--- src/rtl/com_pkg.sv ---
// Shared types for the RV32E front end: decoded instruction bundle,
// flush request, opcode constants and ALU funct helpers.
package com_pkg;

  localparam logic [6:0] OPC_OP     = 7'h33;
  localparam logic [6:0] OPC_OPIMM  = 7'h13;
  localparam logic [6:0] OPC_LOAD   = 7'h03;
  localparam logic [6:0] OPC_STORE  = 7'h23;
  localparam logic [6:0] OPC_BRANCH = 7'h63;
  localparam logic [6:0] OPC_JAL    = 7'h6F;
  localparam logic [6:0] OPC_JALR   = 7'h67;
  localparam logic [6:0] OPC_LUI    = 7'h37;
  localparam logic [6:0] OPC_AUIPC  = 7'h17;

  typedef enum logic [2:0] {
    C_ALU,
    C_LOAD,
    C_STORE,
    C_BRANCH,
    C_JAL,
    C_JALR,
    C_ILLEGAL
  } inst_class_e;

  typedef enum logic [4:0] {
    F_ADD, F_SUB, F_SLL, F_SLT, F_SLTU,
    F_XOR, F_SRL, F_SRA, F_OR, F_AND,
    F_BEQ, F_BNE, F_BLT, F_BGE, F_BLTU, F_BGEU,
    F_LB, F_LH, F_LW, F_LBU, F_LHU,
    F_SB, F_SH, F_SW,
    F_IL
  } func_e;

  typedef struct packed {
    logic       used;
    logic [3:0] sel;
  } reg_t;

  typedef struct packed {
    inst_class_e inst_class;
    func_e       func;
    reg_t        rd;
    reg_t        rs1;
    reg_t        rs2;
    logic [31:0] imm;
    logic        has_imm;
    logic        uses_pc;
    logic        illegal;
  } decode_instruction_2_t;

  typedef struct packed {
    decode_instruction_2_t inst;
    logic [31:0]           pc;
  } decode_entry_t;

  typedef struct packed {
    logic        valid;
    logic [31:0] target;
  } flush_t;

  function automatic func_e alu_func(
    input logic [2:0] f3,
    input logic [6:0] f7,
    input logic       is_reg
  );
    func_e fn;
    unique case (f3)
      3'd0: fn = (is_reg && f7 == 7'h20) ? F_SUB : F_ADD;
      3'd1: fn = F_SLL;
      3'd2: fn = F_SLT;
      3'd3: fn = F_SLTU;
      3'd4: fn = F_XOR;
      3'd5: fn = (f7 == 7'h20) ? F_SRA : F_SRL;
      3'd6: fn = F_OR;
      3'd7: fn = F_AND;
    endcase
    return fn;
  endfunction

  // Immediate ALU ops only constrain funct7 for the shifts.
  function automatic logic alu_legal(
    input logic [2:0] f3,
    input logic [6:0] f7,
    input logic       is_reg
  );
    logic std;
    logic alt;
    std = (f7 == 7'h00);
    alt = (f7 == 7'h20);
    if (is_reg)
      return std || (alt && (f3 == 3'd0 || f3 == 3'd5));
    if (f3 == 3'd1)
      return std;
    if (f3 == 3'd5)
      return std || alt;
    return 1'b1;
  endfunction

endpackage

--- src/rtl/rv32e_decoder.sv ---
// Combinational RV32E instruction decoder: raw word in,
// decoded bundle out; anything not legal RV32E becomes ILLEGAL.
module rv32e_decoder
  import com_pkg::*;
(
  input  logic [31:0]           inst,
  output decode_instruction_2_t dec
);

  logic [6:0]  opc;
  logic [2:0]  f3;
  logic [6:0]  f7;
  logic [4:0]  rd_i;
  logic [4:0]  rs1_i;
  logic [4:0]  rs2_i;
  logic [31:0] imm_i;
  logic [31:0] imm_s;
  logic [31:0] imm_b;
  logic [31:0] imm_u;
  logic [31:0] imm_j;

  assign opc   = inst[6:0];
  assign f3    = inst[14:12];
  assign f7    = inst[31:25];
  assign rd_i  = inst[11:7];
  assign rs1_i = inst[19:15];
  assign rs2_i = inst[24:20];

  assign imm_i = {{20{inst[31]}}, inst[31:20]};
  assign imm_s = {{20{inst[31]}}, inst[31:25], inst[11:7]};
  assign imm_b = {{19{inst[31]}}, inst[31], inst[7],
                  inst[30:25], inst[11:8], 1'b0};
  assign imm_u = {inst[31:12], 12'h000};
  assign imm_j = {{11{inst[31]}}, inst[31], inst[19:12],
                  inst[20], inst[30:21], 1'b0};

  logic        ok;
  logic        wr_rd;
  logic        u1;
  logic        u2;
  logic        rd_u;
  logic        bad;
  logic        has_imm;
  logic        uses_pc;
  inst_class_e cls;
  func_e       fn;
  logic [31:0] imm;

  always_comb begin
    ok      = 1'b1;
    wr_rd   = 1'b0;
    u1      = 1'b0;
    u2      = 1'b0;
    has_imm = 1'b0;
    uses_pc = 1'b0;
    cls     = C_ALU;
    fn      = F_ADD;
    imm     = '0;
    unique case (1'b1)
      opc == OPC_OP: begin
        wr_rd = 1'b1;
        u1    = 1'b1;
        u2    = 1'b1;
        fn    = alu_func(f3, f7, 1'b1);
        ok    = alu_legal(f3, f7, 1'b1);
      end
      opc == OPC_OPIMM: begin
        wr_rd   = 1'b1;
        u1      = 1'b1;
        has_imm = 1'b1;
        imm     = imm_i;
        fn      = alu_func(f3, f7, 1'b0);
        ok      = alu_legal(f3, f7, 1'b0);
      end
      opc == OPC_LUI: begin
        wr_rd   = 1'b1;
        has_imm = 1'b1;
        imm     = imm_u;
      end
      opc == OPC_AUIPC: begin
        wr_rd   = 1'b1;
        has_imm = 1'b1;
        uses_pc = 1'b1;
        imm     = imm_u;
      end
      opc == OPC_LOAD: begin
        cls     = C_LOAD;
        wr_rd   = 1'b1;
        u1      = 1'b1;
        has_imm = 1'b1;
        imm     = imm_i;
        unique case (f3)
          3'd0:    fn = F_LB;
          3'd1:    fn = F_LH;
          3'd2:    fn = F_LW;
          3'd4:    fn = F_LBU;
          3'd5:    fn = F_LHU;
          default: ok = 1'b0;
        endcase
      end
      opc == OPC_STORE: begin
        cls     = C_STORE;
        u1      = 1'b1;
        u2      = 1'b1;
        has_imm = 1'b1;
        imm     = imm_s;
        unique case (f3)
          3'd0:    fn = F_SB;
          3'd1:    fn = F_SH;
          3'd2:    fn = F_SW;
          default: ok = 1'b0;
        endcase
      end
      opc == OPC_BRANCH: begin
        cls     = C_BRANCH;
        u1      = 1'b1;
        u2      = 1'b1;
        has_imm = 1'b1;
        imm     = imm_b;
        unique case (f3)
          3'd0:    fn = F_BEQ;
          3'd1:    fn = F_BNE;
          3'd4:    fn = F_BLT;
          3'd5:    fn = F_BGE;
          3'd6:    fn = F_BLTU;
          3'd7:    fn = F_BGEU;
          default: ok = 1'b0;
        endcase
      end
      opc == OPC_JAL: begin
        cls     = C_JAL;
        wr_rd   = 1'b1;
        has_imm = 1'b1;
        uses_pc = 1'b1;
        imm     = imm_j;
      end
      opc == OPC_JALR: begin
        cls     = C_JALR;
        wr_rd   = 1'b1;
        u1      = 1'b1;
        has_imm = 1'b1;
        imm     = imm_i;
        ok      = (f3 == 3'd0);
      end
      default: ok = 1'b0;
    endcase

    if (inst[1:0] != 2'b11)
      ok = 1'b0;

    // RV32E has only x0..x15; a live field naming x16+ is illegal.
    rd_u = wr_rd && (rd_i != 5'd0);
    bad  = (rd_u && rd_i[4]) || (u1 && rs1_i[4])
        || (u2 && rs2_i[4]);

    dec = '0;
    if (ok && !bad) begin
      dec.inst_class = cls;
      dec.func       = fn;
      dec.rd         = '{used: rd_u, sel: rd_i[3:0]};
      dec.rs1        = '{used: u1, sel: rs1_i[3:0]};
      dec.rs2        = '{used: u2, sel: rs2_i[3:0]};
      dec.imm        = imm;
      dec.has_imm    = has_imm;
      dec.uses_pc    = uses_pc;
    end else begin
      dec.inst_class = C_ILLEGAL;
      dec.func       = F_IL;
      dec.illegal    = 1'b1;
    end
  end

endmodule

--- src/rtl/decode_stage.sv ---
// Decode stage: decodes fetched words into a 2-entry skid buffer
// with a registered in_ready and a flush that empties the buffer.
module decode_stage
  import com_pkg::*;
#(
  parameter int          DEPTH        = 2,
  parameter logic [31:0] RESET_PC_TAG = 32'h0
) (
  input  logic                  clk,
  input  logic                  rst,
  input  logic                  in_valid,
  output logic                  in_ready,
  input  logic [31:0]           in_inst,
  input  logic [31:0]           in_pc,
  input  flush_t                flush,
  output logic                  out_valid,
  input  logic                  out_ready,
  output decode_instruction_2_t out_inst,
  output logic [31:0]           out_pc
);

  decode_instruction_2_t dec;

  rv32e_decoder u_dec (
    .inst (in_inst),
    .dec  (dec)
  );

  decode_entry_t buf_q [2];
  logic          head_q;
  logic          tail_q;
  logic [1:0]    count_q;
  logic [1:0]    count_d;
  logic          in_ready_q;
  logic          acc;
  logic          cons;
  logic          unused_flush;

  assign unused_flush = ^flush.target;

  assign in_ready  = in_ready_q;
  assign out_valid = (count_q != 2'd0);
  assign acc       = in_valid && in_ready_q;
  assign cons      = out_valid && out_ready;

  always_comb begin
    count_d = count_q;
    if (flush.valid)
      count_d = 2'd0;
    else if (acc && !cons)
      count_d = count_q + 2'd1;
    else if (!acc && cons)
      count_d = count_q - 2'd1;
  end

  always_ff @(posedge clk) begin
    if (rst) begin
      count_q    <= 2'd0;
      head_q     <= 1'b0;
      tail_q     <= 1'b0;
      in_ready_q <= 1'b1;
    end else begin
      count_q    <= count_d;
      // Registering off count_d keeps in_ready free of out_ready paths.
      in_ready_q <= (count_d < 2'd2);
      head_q     <= flush.valid ? 1'b0 : head_q ^ cons;
      tail_q     <= flush.valid ? 1'b0 : tail_q ^ acc;
    end
  end

  always_ff @(posedge clk) begin
    if (acc)
      buf_q[tail_q] <= '{inst: dec, pc: in_pc};
  end

  assign out_inst = out_valid ? buf_q[head_q].inst : '0;
  assign out_pc   = out_valid ? buf_q[head_q].pc : RESET_PC_TAG;

  a_count_max: assert property (
    @(posedge clk) disable iff (rst) count_q <= 2'(DEPTH)
  );

endmodule

--- config.mk ---
export PLATFORM = sky130hd
export DESIGN_NAME = decode_stage
export DESIGN_NICKNAME = d
export VERILOG_FILES = /design/src/rtl/com_pkg.sv /design/src/rtl/rv32e_decoder.sv /design/src/rtl/decode_stage.sv
export SDC_FILE = /design/constraint.sdc
export NUM_CORES = 1
export LEC_CHECK = 0
export ABC_AREA = 1
export ABC_CLOCK_PERIOD_IN_PS = 3400
export BUFFER_PORTS_ARGS = -buffer_cell sky130_fd_sc_hd__buf_4
export CORE_MARGIN = 4
export CORE_UTILIZATION = 30
export DETAILED_ROUTE_END_ITERATION = 8
export GPL_ROUTABILITY_DRIVEN = 1
export HOLD_SLACK_MARGIN = 0.15
export SKIP_LAST_GASP = 1
export SYNTH_ARGS = -nofsm -noshare
export SYNTH_HDL_FRONTEND = slang
export SYNTH_SLANG_ARGS = --single-unit
--- constraint.sdc ---
create_clock -name clk -period 3.4 [get_ports clk]
set_input_delay 0.68 -clock clk [delete_from_list [all_inputs] [get_ports clk]]
set_output_delay 0.68 -clock clk [all_outputs]
set_load 0.02 [all_outputs]
Word-level counts from Yosys, hierarchy flattened --
Memories as Yosys holds them, arrays and structs flattened. A register that Yosys moved wholly into a read port is not among the register bits. Cells that the tools add are included.
Cells by class: add/subtract/negate cells 2, order comparisons 1, equal/unequal tests 18, muxes and demuxes 51, bitwise gates (word level) 2, reductions and logical operators 34
Operators by type and width (number):
- case mux 32 bit (5 select lines) | 1
- case mux 5 bit (8 select lines) | 2
- 2-to-1 mux 58 bit | 1
- case mux 5 bit (5 select lines) | 2
- 2-to-1 mux 49 bit | 1
- 2-to-1 mux 1 bit | 35
- 2-to-1 mux 32 bit | 1
- equality test 7 x 6 -> 1 bit (second input constant) | 4
- case mux 4 bit (6 select lines) | 1
- equality test 7 bit (second input constant) | 3
- case mux 3 bit (5 select lines) | 1
- case mux 5 bit (3 select lines) | 1
- equality test 7 x 5 -> 1 bit (second input constant) | 2
- equality test 3 bit (second input constant) | 4
- OR reduction 3 bit | 4
- OR reduction 6 bit | 2
- logical AND 1 bit | 10
- 2-to-1 mux 8 bit | 1
- OR reduction 8 bit | 1
- equality test 7 x 2 -> 1 bit (second input constant) | 1
- zero test 7 bit | 1
- case mux 1 bit (7 select lines) | 1
- OR reduction 7 bit | 1
- equality test 3 x 2 -> 1 bit (second input constant) | 2
- other kinds (14) | 25
Word-level totals: flip-flop bits (word level) 5, memory bits (writable) 180, logic and storage cells 113, memories kept 1
Memories:
- buf_q | depth 2, width 90, rd ports 1, clocked after memory_dff 1, wr ports 1, RTL line decode_stage.sv:29 | decode_entry_t buf_q [2];

Depth between registers and ports, before layout --
depth after elaboration 14, depth in mapped cells 13

Hierarchy --
From an unflattened synthesis, not the netlist that was laid out.
Unflattened totals: cell total of the unflattened synthesis 766, area total of the unflattened synthesis 9072.5 um^2
Modules (own cells, without submodules):
- decode_stage | times used 1, cells an instance 520, area an instance 7397.1 um^2, seq. area each 5505.3 um^2
- rv32e_decoder | times used 1, cells an instance 246, area an instance 1675.4 um^2, seq. area each 0.0 um^2

Least setup slack after synthesis --
OpenSTA, ideal clock, no wires.
kind input-to-reg, from input port in_valid, to memory buf_q[1][0] (netlist name) (enable), library setup time 0.459 ns, arrival time 2.986 ns, setup slack -0.045 ns, stages on the path 3, path buffers 0, path through nand2_1 inv_1 ha_1
On the way: word-level cells in the longest chain between the ends 3
Ends and longest elaborated chain:
- start, declared | RTL line decode_stage.sv:11 | input logic in_valid,
- logical AND 1 bit | RTL line decode_stage.sv:43 | assign acc = in_valid && in_ready_q;
- 2-to-1 mux 1 bit | RTL line decode_stage.sv:72 | if (acc)
- 2-to-1 mux 1 bit (not written as such) | RTL line decode_stage.sv:73 | buf_q[tail_q] <= '{inst: dec, pc: in_pc};
- end, declared | RTL line decode_stage.sv:29
No other way between the ends.

==> results.py <==
metrics = {
    "run_status": {
        "run_status": "finished, final reports clean",
    },
    "worst_setup_path": {
        "r2r_cells": 12,
        "cp_data_arrival_time_ps": 2160,
        "worstPathMaxFanout": 25,
        "crit_path_end_kind": "primary output",
        "crit_type": "reg2out",
        "crit_required_ps": 2720,
        "cp-start-kind": "flip-flop",
    },
    "yosys": {
        "yosys.cell_types.count": 31,
        "ys_seq_elements": 185,
        "syn_inst": 782,
        "syn_nets": 888,
        "synth_area_leader_cell": "edfxtp_1",
        "synth_most_common_cell": "nor2_1",
        "synth-edff-count": 180,
        "ys_warn_count": 0,
        "yosysSeqAreaShare_pct": 67.7,
        "ys.flop_type": "edfxtp_1",
        "synth_area_mm2": 0.00813,
        "synth_top_area_share_pct": 66.5,
        "async_reset_ff_share_pct": 0,
        "avgSynthCellArea_um2": 10.4,
        "synth_commonest_cells": "nor2_1 (280), edfxtp_1 (180), o21ai_0 (101), nand2_1 (49), inv_1 (45)",
        "synthTopCellsByArea": "edfxtp_1 (66%), nor2_1 (13%), o21ai_0 (6.2%)",
    },
    "sta": {
        "fin_setup_tns_ps": 0,
        "rsz0062_at_grt": "no",
        "clock.fmax_ghz": 0.352,
        "finalMaxSlewViolations": 0,
        "skew_ps": 8.31,
        "fin_crit_sh_pct": 83.6,
        "hold_violations": 0,
        "finalCriticalPeriod_ps": 2840,
        "max_slew_margin_pct": 51.1,
        "setup_slack_ps": 556,
        "worstMarginPinSlew_ps": 734,
        "final-setup-viol-count": 0,
    },
    "die": {
        "core_area_mm2": 0.0264,
        "io_pins": 193,
        "die_w_um": 173,
        "initial_core_util_pct": 30.9,
        "dieArea_mm2": 0.0298,
        "fp.dieH_um": 173,
        "row_count": 59,
    },
    "global_routing": {
        "grt_start_max_net_pins": 92,
        "grt_pass1_wl_um": 34300,
        "grt.total_usage_pct": 14.7,
        "antenna_found_initial": 0,
        "grt-ovfl-total": 0,
        "grt_pass1_vias": 5977,
    },
    "clock_tree": {
        "clock_path_buffers": 2,
        "holdBufCountCts": 0,
        "postCtsSetupRepairBufs": 0,
        "cts_tree": "built",
        "clk_latency_ps": 420,
        "cts_made_buffers": 17,
        "post_cts_resize_count": 0,
        "cts.clk_slew.worst_paths_ps": 70,
        "cts-root-buf": "clkbuf_16",
        "htree_levels": 4,
        "cts.sinks": 185,
    },
    "power": {
        "p_per_area_mw_per_mm2": 495,
        "ir_drop_v": 0.000228,
        "power_leakage_uw": 0.00438,
    },
    "final_layout": {
        "drive_gt1_share_pct": 24.9,
        "antenna_cells": 0,
        "nets": 1044,
        "syn_to_final_growth_pct": 27.4,
    },
    "route": {
        "routedWlPerCell_um": 17.3,
        "drt_iter0_drc": 435,
        "vias": 6028,
        "finalWirelength_um": 22300,
        "ant_nets": 0,
        "vias_per_cell": 4.69,
        "drc_errors": 0,
        "drt_pre_antenna_iters": 5,
    },
    "hold_path": {
        "hp-class": "in2reg",
        "whs_path_depth": 1,
    },
    "placement": {
        "place_ws_ps": 537,
        "place_congestion": 0.810,
        "io_buffers": 160,
        "dpl.hpwl_um": 14900,
    },
    "job": {
        "max_cap_violations": 0,
    },
}
[stage by stage]
step	hold WS, ps	utilization (%)	area, µm²	instances	power, µW
3_5_place_dp	487	37.0	9760	1254	3160
2_1_floorplan	446	-	8130	782	2900
3_3_place_gp	462	37.0	9760	1254	3150
6_report	438	39.3	10400	1286	5120
5_1_grt	409	39.3	10400	1286	5330
4_1_cts	412	39.3	10400	1286	5180
[where the power goes]
group	internal, µW	leakage (µW)	switching [µW]
clock network	1160	0.000296	857
logic	176	0.00222	323
registers	2590	0.00186	16.0
total	3930	0.00438	1200
[registers in the layout (all words and copies together), names as in the netlist]
name	cells
in_ready	1
buf_q	180
count_q	2
head_q	1
tail_q	1
[area by class of cell]
type                    count  area [µm²]
clock buffers              18         429
clock inverters            14         171
fillers                  2639       16000
inverters                  53         200
multi-input cells         507        2270
flip-flops and latches    185        5510
well taps                 335         419
repair buffers            174        1360
[cell usage in the layout (no fill, tap or decap), types with 3 or more instances in the layout]
cell and instances:
inv_2 7, clkinv_1 3, ha_1 3, nor2_1 280, o21ai_0 101, dfxtp_1 4, edfxtp_1 180, nor2_2 11
clkinv_2 3, nand2_1 49, a21oi_1 20, nand3_1 12, clkbuf_16 17, nor2_4 3, o21ai_1 3, inv_1 44
clkinv_4 4, nor3_1 3, buf_4 170, buf_12 4, bufinv_16 3, nand2_2 4
[per-layer routing]
layer	vias up	global-route usage, %	wire (µm)
li1	2940	-	-
met1	2911	19.9	10200
met2	162	24.2	10600
met3	15	3.71	1270
met4	0	3.16	177
met5	-	0	0
[logic make-up (layout without fill, tap and decap cells)]
family	count (synthesis)	after routing	share of synthesized area, %
buffers and inverters	90	259	4.63
and+or+nand+nor	370	370	18.5
DFF	185	185	67.7
adders and majority gates	5	5	0.769
AOI/OAI and AO/OA	132	132	8.40
[path summary, 6_finish.rpt]
path / from / to / slack, ps
worst max-delay path: count_q[0] / out_inst[53] / 560
worst min-delay path: in_pc[30] / buf_q[1][30] / 440
worst max register to register: count_q[0] / in_ready / 1110
worst min register to register: count_q[0] / count_q[0] / 490
[critical path: stages, from the launching register on]
cell,delay (ps)
dfxtp_1,350
inv_1,50
ha_1,200
inv_2,270
buf_4,350
o21ai_0,140
nor2_1,190
buf_4,180
Note: power is estimated with default switching activity, not from simulation.
